**src/rtl/whack_judge.sv**
```systemverilog
// Whack-a-mole judge: conditions five raw buttons, scores hits against the mole
// position, counts misses and runs the IDLE/PLAY/HOLD/OVER game state machine.
module whack_judge #(
    parameter int              DEBOUNCE_CYCLES = 1000,
    parameter longint unsigned GAME_CYCLES     = 30000,
    parameter int              MAX_MISSES      = 3,
    parameter int              HOLD_CYCLES     = 2
) (
    input  logic       i_clk,
    input  logic       i_rst_n,
    input  logic [4:0] i_btn,
    input  logic       i_start,
    input  logic [2:0] i_mole_position,
    output logic       o_change_position,
    output logic [3:0] o_score_tens,
    output logic [3:0] o_score_ones,
    output logic [1:0] o_misses,
    output logic [1:0] o_state,
    output logic       o_hit_flash
);

    localparam logic [1:0] S_IDLE = 2'd0;
    localparam logic [1:0] S_PLAY = 2'd1;
    localparam logic [1:0] S_HOLD = 2'd2;
    localparam logic [1:0] S_OVER = 2'd3;

    localparam int DB_W   = (DEBOUNCE_CYCLES > 1) ? $clog2(DEBOUNCE_CYCLES) : 1;
    localparam int HOLD_W = (HOLD_CYCLES > 1) ? $clog2(HOLD_CYCLES) : 1;

    localparam logic [DB_W-1:0]   DB_LAST    = DB_W'(DEBOUNCE_CYCLES - 1);
    localparam logic [HOLD_W-1:0] HOLD_LAST  = HOLD_W'(HOLD_CYCLES - 1);
    localparam logic [31:0]       TIMER_LAST = 32'(GAME_CYCLES - 1);
    localparam logic [1:0]        MISS_MAX   = 2'(MAX_MISSES);

    logic [4:0]      r_btn_p0;
    logic [4:0]      r_btn_p1;
    logic [4:0]      r_deb_p2;
    logic [4:0]      r_deb_p3;
    logic [4:0]      r_press_p4;
    logic [DB_W-1:0] r_db_cnt [5];

    logic [1:0]        r_state;
    logic [3:0]        r_score_tens;
    logic [3:0]        r_score_ones;
    logic [1:0]        r_misses;
    logic [31:0]       r_timer;
    logic [HOLD_W-1:0] r_hold_cnt;
    logic              r_change;
    logic              r_hit_flash;

    logic [4:0] w_mole_mask;
    logic       w_hit;
    logic       w_any_press;
    logic       w_timer_end;
    logic [1:0] w_miss_next;
    logic [7:0] w_score_next;

    // Saturating two-digit BCD increment.
    function automatic logic [7:0] bcd_inc(input logic [7:0] bcd);
        if (bcd == 8'h99)
            return bcd;
        else if (bcd[3:0] == 4'd9)
            return {bcd[7:4] + 4'd1, 4'd0};
        else
            return {bcd[7:4], bcd[3:0] + 4'd1};
    endfunction

    // Stage p0/p1: synchronizer; p2: debounced level; p3/p4: rising-edge pulse.
    always_ff @(posedge i_clk or negedge i_rst_n) begin
        if (!i_rst_n) begin
            r_btn_p0   <= '0;
            r_btn_p1   <= '0;
            r_deb_p2   <= '0;
            r_deb_p3   <= '0;
            r_press_p4 <= '0;
            for (int k = 0; k < 5; k++) r_db_cnt[k] <= '0;
        end else begin
            r_btn_p0   <= i_btn;
            r_btn_p1   <= r_btn_p0;
            r_deb_p3   <= r_deb_p2;
            r_press_p4 <= r_deb_p2 & ~r_deb_p3;
            for (int k = 0; k < 5; k++) begin
                if (r_btn_p1[k] == r_deb_p2[k]) begin
                    r_db_cnt[k] <= '0;
                end else if (r_db_cnt[k] == DB_LAST) begin
                    r_deb_p2[k] <= r_btn_p1[k];
                    r_db_cnt[k] <= '0;
                end else begin
                    r_db_cnt[k] <= r_db_cnt[k] + 1'b1;
                end
            end
        end
    end

    // Positions 5-7 produce an empty mask, so any press there is a miss.
    assign w_mole_mask  = (i_mole_position <= 3'd4) ? (5'd1 << i_mole_position) : 5'd0;
    assign w_hit        = |(r_press_p4 & w_mole_mask);
    assign w_any_press  = |r_press_p4;
    assign w_timer_end  = (r_timer == TIMER_LAST);
    assign w_miss_next  = (r_misses == MISS_MAX) ? r_misses : r_misses + 2'd1;
    assign w_score_next = bcd_inc({r_score_tens, r_score_ones});

    always_ff @(posedge i_clk or negedge i_rst_n) begin
        if (!i_rst_n) begin
            r_state      <= S_IDLE;
            r_score_tens <= '0;
            r_score_ones <= '0;
            r_misses     <= '0;
            r_timer      <= '0;
            r_hold_cnt   <= '0;
            r_change     <= 1'b0;
            r_hit_flash  <= 1'b0;
        end else begin
            r_change <= 1'b0;
            case (r_state)
                S_IDLE, S_OVER: begin
                    if (i_start) begin
                        r_state      <= S_PLAY;
                        r_score_tens <= '0;
                        r_score_ones <= '0;
                        r_misses     <= '0;
                        r_timer      <= '0;
                        r_change     <= 1'b1;
                    end
                end
                S_PLAY: begin
                    r_timer <= r_timer + 32'd1;
                    if (w_hit) begin
                        {r_score_tens, r_score_ones} <= w_score_next;
                        r_change <= 1'b1;
                        // A hit on the final timer cycle still scores but ends the game.
                        if (w_timer_end) begin
                            r_state <= S_OVER;
                        end else begin
                            r_state     <= S_HOLD;
                            r_hold_cnt  <= '0;
                            r_hit_flash <= 1'b1;
                        end
                    end else if (w_any_press) begin
                        r_misses <= w_miss_next;
                        if (w_miss_next == MISS_MAX || w_timer_end) r_state <= S_OVER;
                    end else if (w_timer_end) begin
                        r_state <= S_OVER;
                    end
                end
                S_HOLD: begin
                    r_timer <= r_timer + 32'd1;
                    if (w_timer_end) begin
                        r_state     <= S_OVER;
                        r_hit_flash <= 1'b0;
                    end else if (r_hold_cnt == HOLD_LAST) begin
                        r_state     <= S_PLAY;
                        r_hit_flash <= 1'b0;
                    end else begin
                        r_hold_cnt <= r_hold_cnt + 1'b1;
                    end
                end
                default: r_state <= S_IDLE;
            endcase
        end
    end

    assign o_change_position = r_change;
    assign o_score_tens      = r_score_tens;
    assign o_score_ones      = r_score_ones;
    assign o_misses          = r_misses;
    assign o_state           = r_state;
    assign o_hit_flash       = r_hit_flash;

endmodule

```
**config.mk**
```make
export PLATFORM = sky130hd
export DESIGN_NAME = whack_judge
export DESIGN_NICKNAME = d
export VERILOG_FILES = /design/src/rtl/whack_judge.sv
export SDC_FILE = /design/constraint.sdc
export NUM_CORES = 1
export LEC_CHECK = 0
export ABC_AREA = 0
export ABC_CLOCK_PERIOD_IN_PS = 3100
export CORE_MARGIN = 1.5
export CORE_UTILIZATION = 45
export CTS_CLUSTER_SIZE = 12
export DETAILED_ROUTE_END_ITERATION = 10
export DONT_BUFFER_PORTS = 1
export GPL_TIMING_DRIVEN = 0
export PLACE_DENSITY_LB_ADDON = 0.15
export SKIP_CTS_REPAIR_TIMING = 1
export SYNTH_ARGS = -nofsm -noshare
export SYNTH_HDL_FRONTEND = slang
export SYNTH_SLANG_ARGS = --single-unit
```
**constraint.sdc**
```tcl
create_clock -name i_clk -period 3.1 [get_ports i_clk]
set_clock_uncertainty 0.15 [all_clocks]
set_input_delay 0.465 -clock i_clk [delete_from_list [all_inputs] [get_ports i_clk]]
set_output_delay 0.465 -clock i_clk [all_outputs]
set_load 0.05 [all_outputs]
```
==> reports/summary.log, run 1 <==
[run_status] run status finished with violations
[run_status] violations in the final reports negative hold slack
[detailed_routing] via density per instance 5.24
[run] number of violations of the max-capacitance limit 0
[worst_setup_path] kind of capture point of the worst setup path flop
[timing] setup repair after global routing missed its margin no
[synth] fraction of synthesized area in multiplexers 0.0457
[timing] count of final hold-check violations 122
[detailed_routing] DRC Markers 0
[synth] synthesized instance count 545
[power_and_ir_drop] worst IR drop on VDD 0.644 mV
[global_route] overall fraction of global-route tracks in use 0.175
[synth] compound-cell area share of the yosys netlist 0.0749
[synth] post-synthesis share of cell area spent on xor and xnor gates 0.0714
[timing] final period utilization 0.901
[global_route] global route total overflow 0
[synth] Netlist Area Pre-Place 5640 µm²
[detailed_routing] final wirelength 10.3 mm
[timing] clock period minus final worst setup slack 2790 ps
[synth] main combinational cell family by area after synthesis simple AND/OR/NAND/NOR gates
[timing] slew at the pin with the worst max-slew slack 1020 ps
[worst_setup_path] critical path data arrival time 2940 ps
[timing] hold slack -403 ps
[floorplanning] area of the core region 12,100 µm²
[clock_network] buffer type at the clock tree root clkbuf_16
[floorplanning] initial standard-cell utilization of the core 0.466
[synth] fraction of post-synthesis cell area in the top cell type by area 0.541
[worst_setup_path] critical path fanouts, max 7
[floorplanning] number of rows created at floorplan 40
[synth] area share of and/or/nand/nor cells after synthesis 0.219
[floorplanning] DIE AREA 13,200 µm²
[detailed_routing] Post-DRT Antenna Nets 0
[detailed_routing] Detailed Route Iter0 Violations 169
[detailed_routing] average routed wire per standard cell 13.8 µm
[worst_setup_path] dominant delay contributor by cell family on the critical path simple AND/OR/NAND/NOR gates
[worst_setup_path] Worst Path Required 3240 ps
[synth] Yosys Warn Count 0
[global_route] wire length of the first global-routing pass 18.1 mm
[placement] worst slack after detailed placement 209 ps
[clock_network] clock tree from TritonCTS done
[synth] leading cell type by number of instances after synthesis dfrtp_1
[synth] list of most frequent post-synthesis cells dfrtp_1, nor2_1, nand2_1
[global_route] number of global-route vias before repair 3,860
[synth] most area-hungry cell type in the Yosys netlist dfrtp_1
[floorplanning] I/O pin cnt 25
[synth] number of storage elements in the synthesis netlist 122
[clock_network] number of buffers created by CTS 17
[worst_setup_path] startpoint type of the worst setup path flop
[layout] fraction of final layout cells with drive strength greater than 1 0.0826
[timing] final setup fails 0
[timing] final critical-path setup slack 306 ps
[clock_network] clock transition at the register clock pins on the worst setup and hold paths after CTS 50 ps
[layout] area growth from synthesis to layout 15.0%
[timing] highest attainable clock frequency 0.358 GHz
[worst_setup_path] worst setup path category reg -> reg
[synth] EDFF count, synth 0
[global_route] largest net degree at the start of global routing 123
[timing] total negative slack for setup checks 0 ps
[layout] fin area 6490 µm²
[clock_network] depth of the CTS H-tree 4
[placement] quantity of I/O buffers inserted on ports 0
[clock_network] CTS sink count 122
[power_and_ir_drop] Power Density 559 nW/µm²
[power_and_ir_drop] static power due to leakage 2.95 nW
[floorplanning] Die Height 115 µm
[placement] half-perimeter wire length after placement 6.83 mm
[placement] area after detailed placement 5850 µm²
[synth] number of distinct library cells after synthesis 48
[clock_network] maximum clock path buffer count 2
[layout] Filler cells 1,106
[timing] worst slew margin relative to its limit 0.317
[detailed_routing] vias post-DR 3,924
[synth] portion of the post-synthesis area used by sequential elements 0.541
[synth] post-synthesis async set-or-reset flop share 1.00
[worst_hold_path] path category of the worst min-delay check in -> async
[placement] final weighted congestion in routability-driven placement 0.775
[layout] number of cells in the finished layout apart from fillers 749
[synth] top flip-flop cell by instance count after synthesis dfrtp_1
[worst_setup_path] critical path's largest stage delay 670 ps
[floorplanning] x dimension of the die 115 µm
[worst_setup_path] Buf/Inv on CP 0
[worst_setup_path] Critical-path top delay cell dfrtp_1
[layout] Final Net Count 592
[synth] Mapped Nets 568
[worst_setup_path] Critical Path, Cell by Cell ha_1 > nor2b_1 > nor2_1 > a21boi_0 > and2_1 > mux2_2
[synth] most area-consuming cells after synthesis dfrtp_1, xnor2_1, nor2_1, nand2_1, mux2i_1
[placement] number of placed instances, taps included 713
[clock_network] later-pin clock latency in the skew report 410 ps
[synth] Mapped Avg Cell Area 10.4 µm²
[layout] antenna cell count 0
[global_route] initial antenna violation count 0
[timing] number of pins exceeding their max-slew limit in the final report 0
[detailed_routing] number of iterations in the first detailed-routing pass 6
[synth] post-synthesis share of cell area spent on full adders, half adders and majority gates 0.0266
report_power, final:
| part | total (mW) | switching, mW | leakage (nW) | internal, mW |
|---|---|---|---|---|
| Combinational | 0.0473 | 0.0237 | 1.15 | 0.0236 |
| Clock | 1.95 | 0.694 | 0.283 | 1.25 |
| Sequential | 1.63 | 0.0151 | 1.52 | 1.62 |
| Total | 3.63 | 0.733 | 2.95 | 2.89 |
area by class of cell:
| cell class | instances | area [µm²] | share of cell area |
|---|---|---|---|
| flip-flops and latches | 122 | 3050 | 0.471 |
| multi-input cells | 393 | 2470 | 0.381 |
| clock buffers | 19 | 433 | 0.0667 |
| well taps | 168 | 210 | 0.0324 |
| clock inverters | 12 | 151 | 0.0233 |
| inverters | 22 | 82.6 | 0.0127 |
| repair buffers | 5 | 50.0 | 0.00771 |
| plain buffers | 8 | 37.5 | 0.00578 |
logic make-up (layout without fill, tap and decap cells):
logic type,after synthesis,in the layout
flip-flops,122,122
multiplexers,25,25
AO/OA/AOI/OAI,56,56
XOR/XNOR,46,46
AND/OR/NAND/NOR,254,254
adder cells (fa/ha/maj),12,12
buffers and inverters,30,66
metal layers:
metal / part of all wire / up-vias / wire length (µm) / global-route usage
li1: - / 1953 / - / -
met1: 0.50 / 1918 / 5120 / 0.235
met2: 0.46 / 40 / 4810 / 0.266
met3: 0.026 / 13 / 272 / 0.0480
met4: 0.014 / 0 / 146 / 0.0765
met5: 0 / - / 0 / 0
sequential cells by signal (all words and copies together), names as in the netlist:
register / flops
r_db_cnt: 50
r_timer: 32
r_btn_p0: 5
r_btn_p1: 5
r_deb_p2: 5
r_deb_p3: 5
r_press_p4: 5
o_score_ones: 4
o_score_tens: 4
o_misses: 2
o_state: 2
o_change_position: 1
o_hit_flash: 1
r_hold_cnt: 1
placed cells by master (no fill, tap or decap), types with 4 or more instances in the layout:
| cell type | n |
|---|---|
| dfrtp_1 | 121 |
| nor2_1 | 67 |
| nand2_1 | 61 |
| nand3_1 | 35 |
| xnor2_1 | 30 |
| inv_1 | 22 |
| mux2i_1 | 19 |
| and3_1 | 17 |
| clkbuf_16 | 17 |
| xor2_1 | 16 |
| nor3_1 | 16 |
| nand4_1 | 14 |
| o21ai_0 | 14 |
| ha_1 | 12 |
| clkbuf_1 | 7 |
| nor2b_1 | 7 |
| or4_1 | 6 |
| and2_1 | 6 |
| o31ai_1 | 6 |
| mux2_2 | 6 |
| nand2b_1 | 5 |
| o211ai_1 | 5 |
| dlygate4sd3_1 | 5 |
| nor4_1 | 4 |
| nor4b_1 | 4 |
| a22oi_1 | 4 |
| clkinv_2 | 4 |
path summary, 6_finish.rpt:
| kind | slack [ps] | end | start | depth (start not counted) |
|---|---|---|---|---|
| min reg2reg | 200 | r_btn_p1[4] | r_btn_p0[4] | 0 |
| max in group asynchronous | 3010 | r_db_cnt[17] | i_rst_n | 0 |
| max | 310 | o_score_ones[1] | o_state[1] | 6 |
| max reg2reg | 310 | o_score_ones[1] | o_state[1] | 6 |
| min in group i_clk | 200 | r_btn_p1[4] | r_btn_p0[4] | 0 |
| min | -400 | o_score_ones[3] | i_rst_n | 0 |
per-stage QoR:
step / power (mW) / utilization
2_1_floorplan: 1.69 / -
3_3_place_gp: 1.70 / 0.483
3_5_place_dp: 1.70 / 0.483
4_1_cts: 3.67 / 0.532
5_1_grt: 3.75 / 0.536
6_report: 3.63 / 0.536
Power figures use the tool's default switching activity.
==> inputs of run 2 (changes only) <==
Settings changed: CTS_CLUSTER_SIZE 12 to not set, RECOVER_POWER set to 25.
==> results of run 2 <==
The final DEF is identical to that of run 1; final timing and power are the same.
==> inputs of run 3 (changes only) <==
Settings changed: CTS_CLUSTER_DIAMETER set to 40.
==> results of run 3 <==
The final DEF is identical to that of run 1; final timing and power are the same.
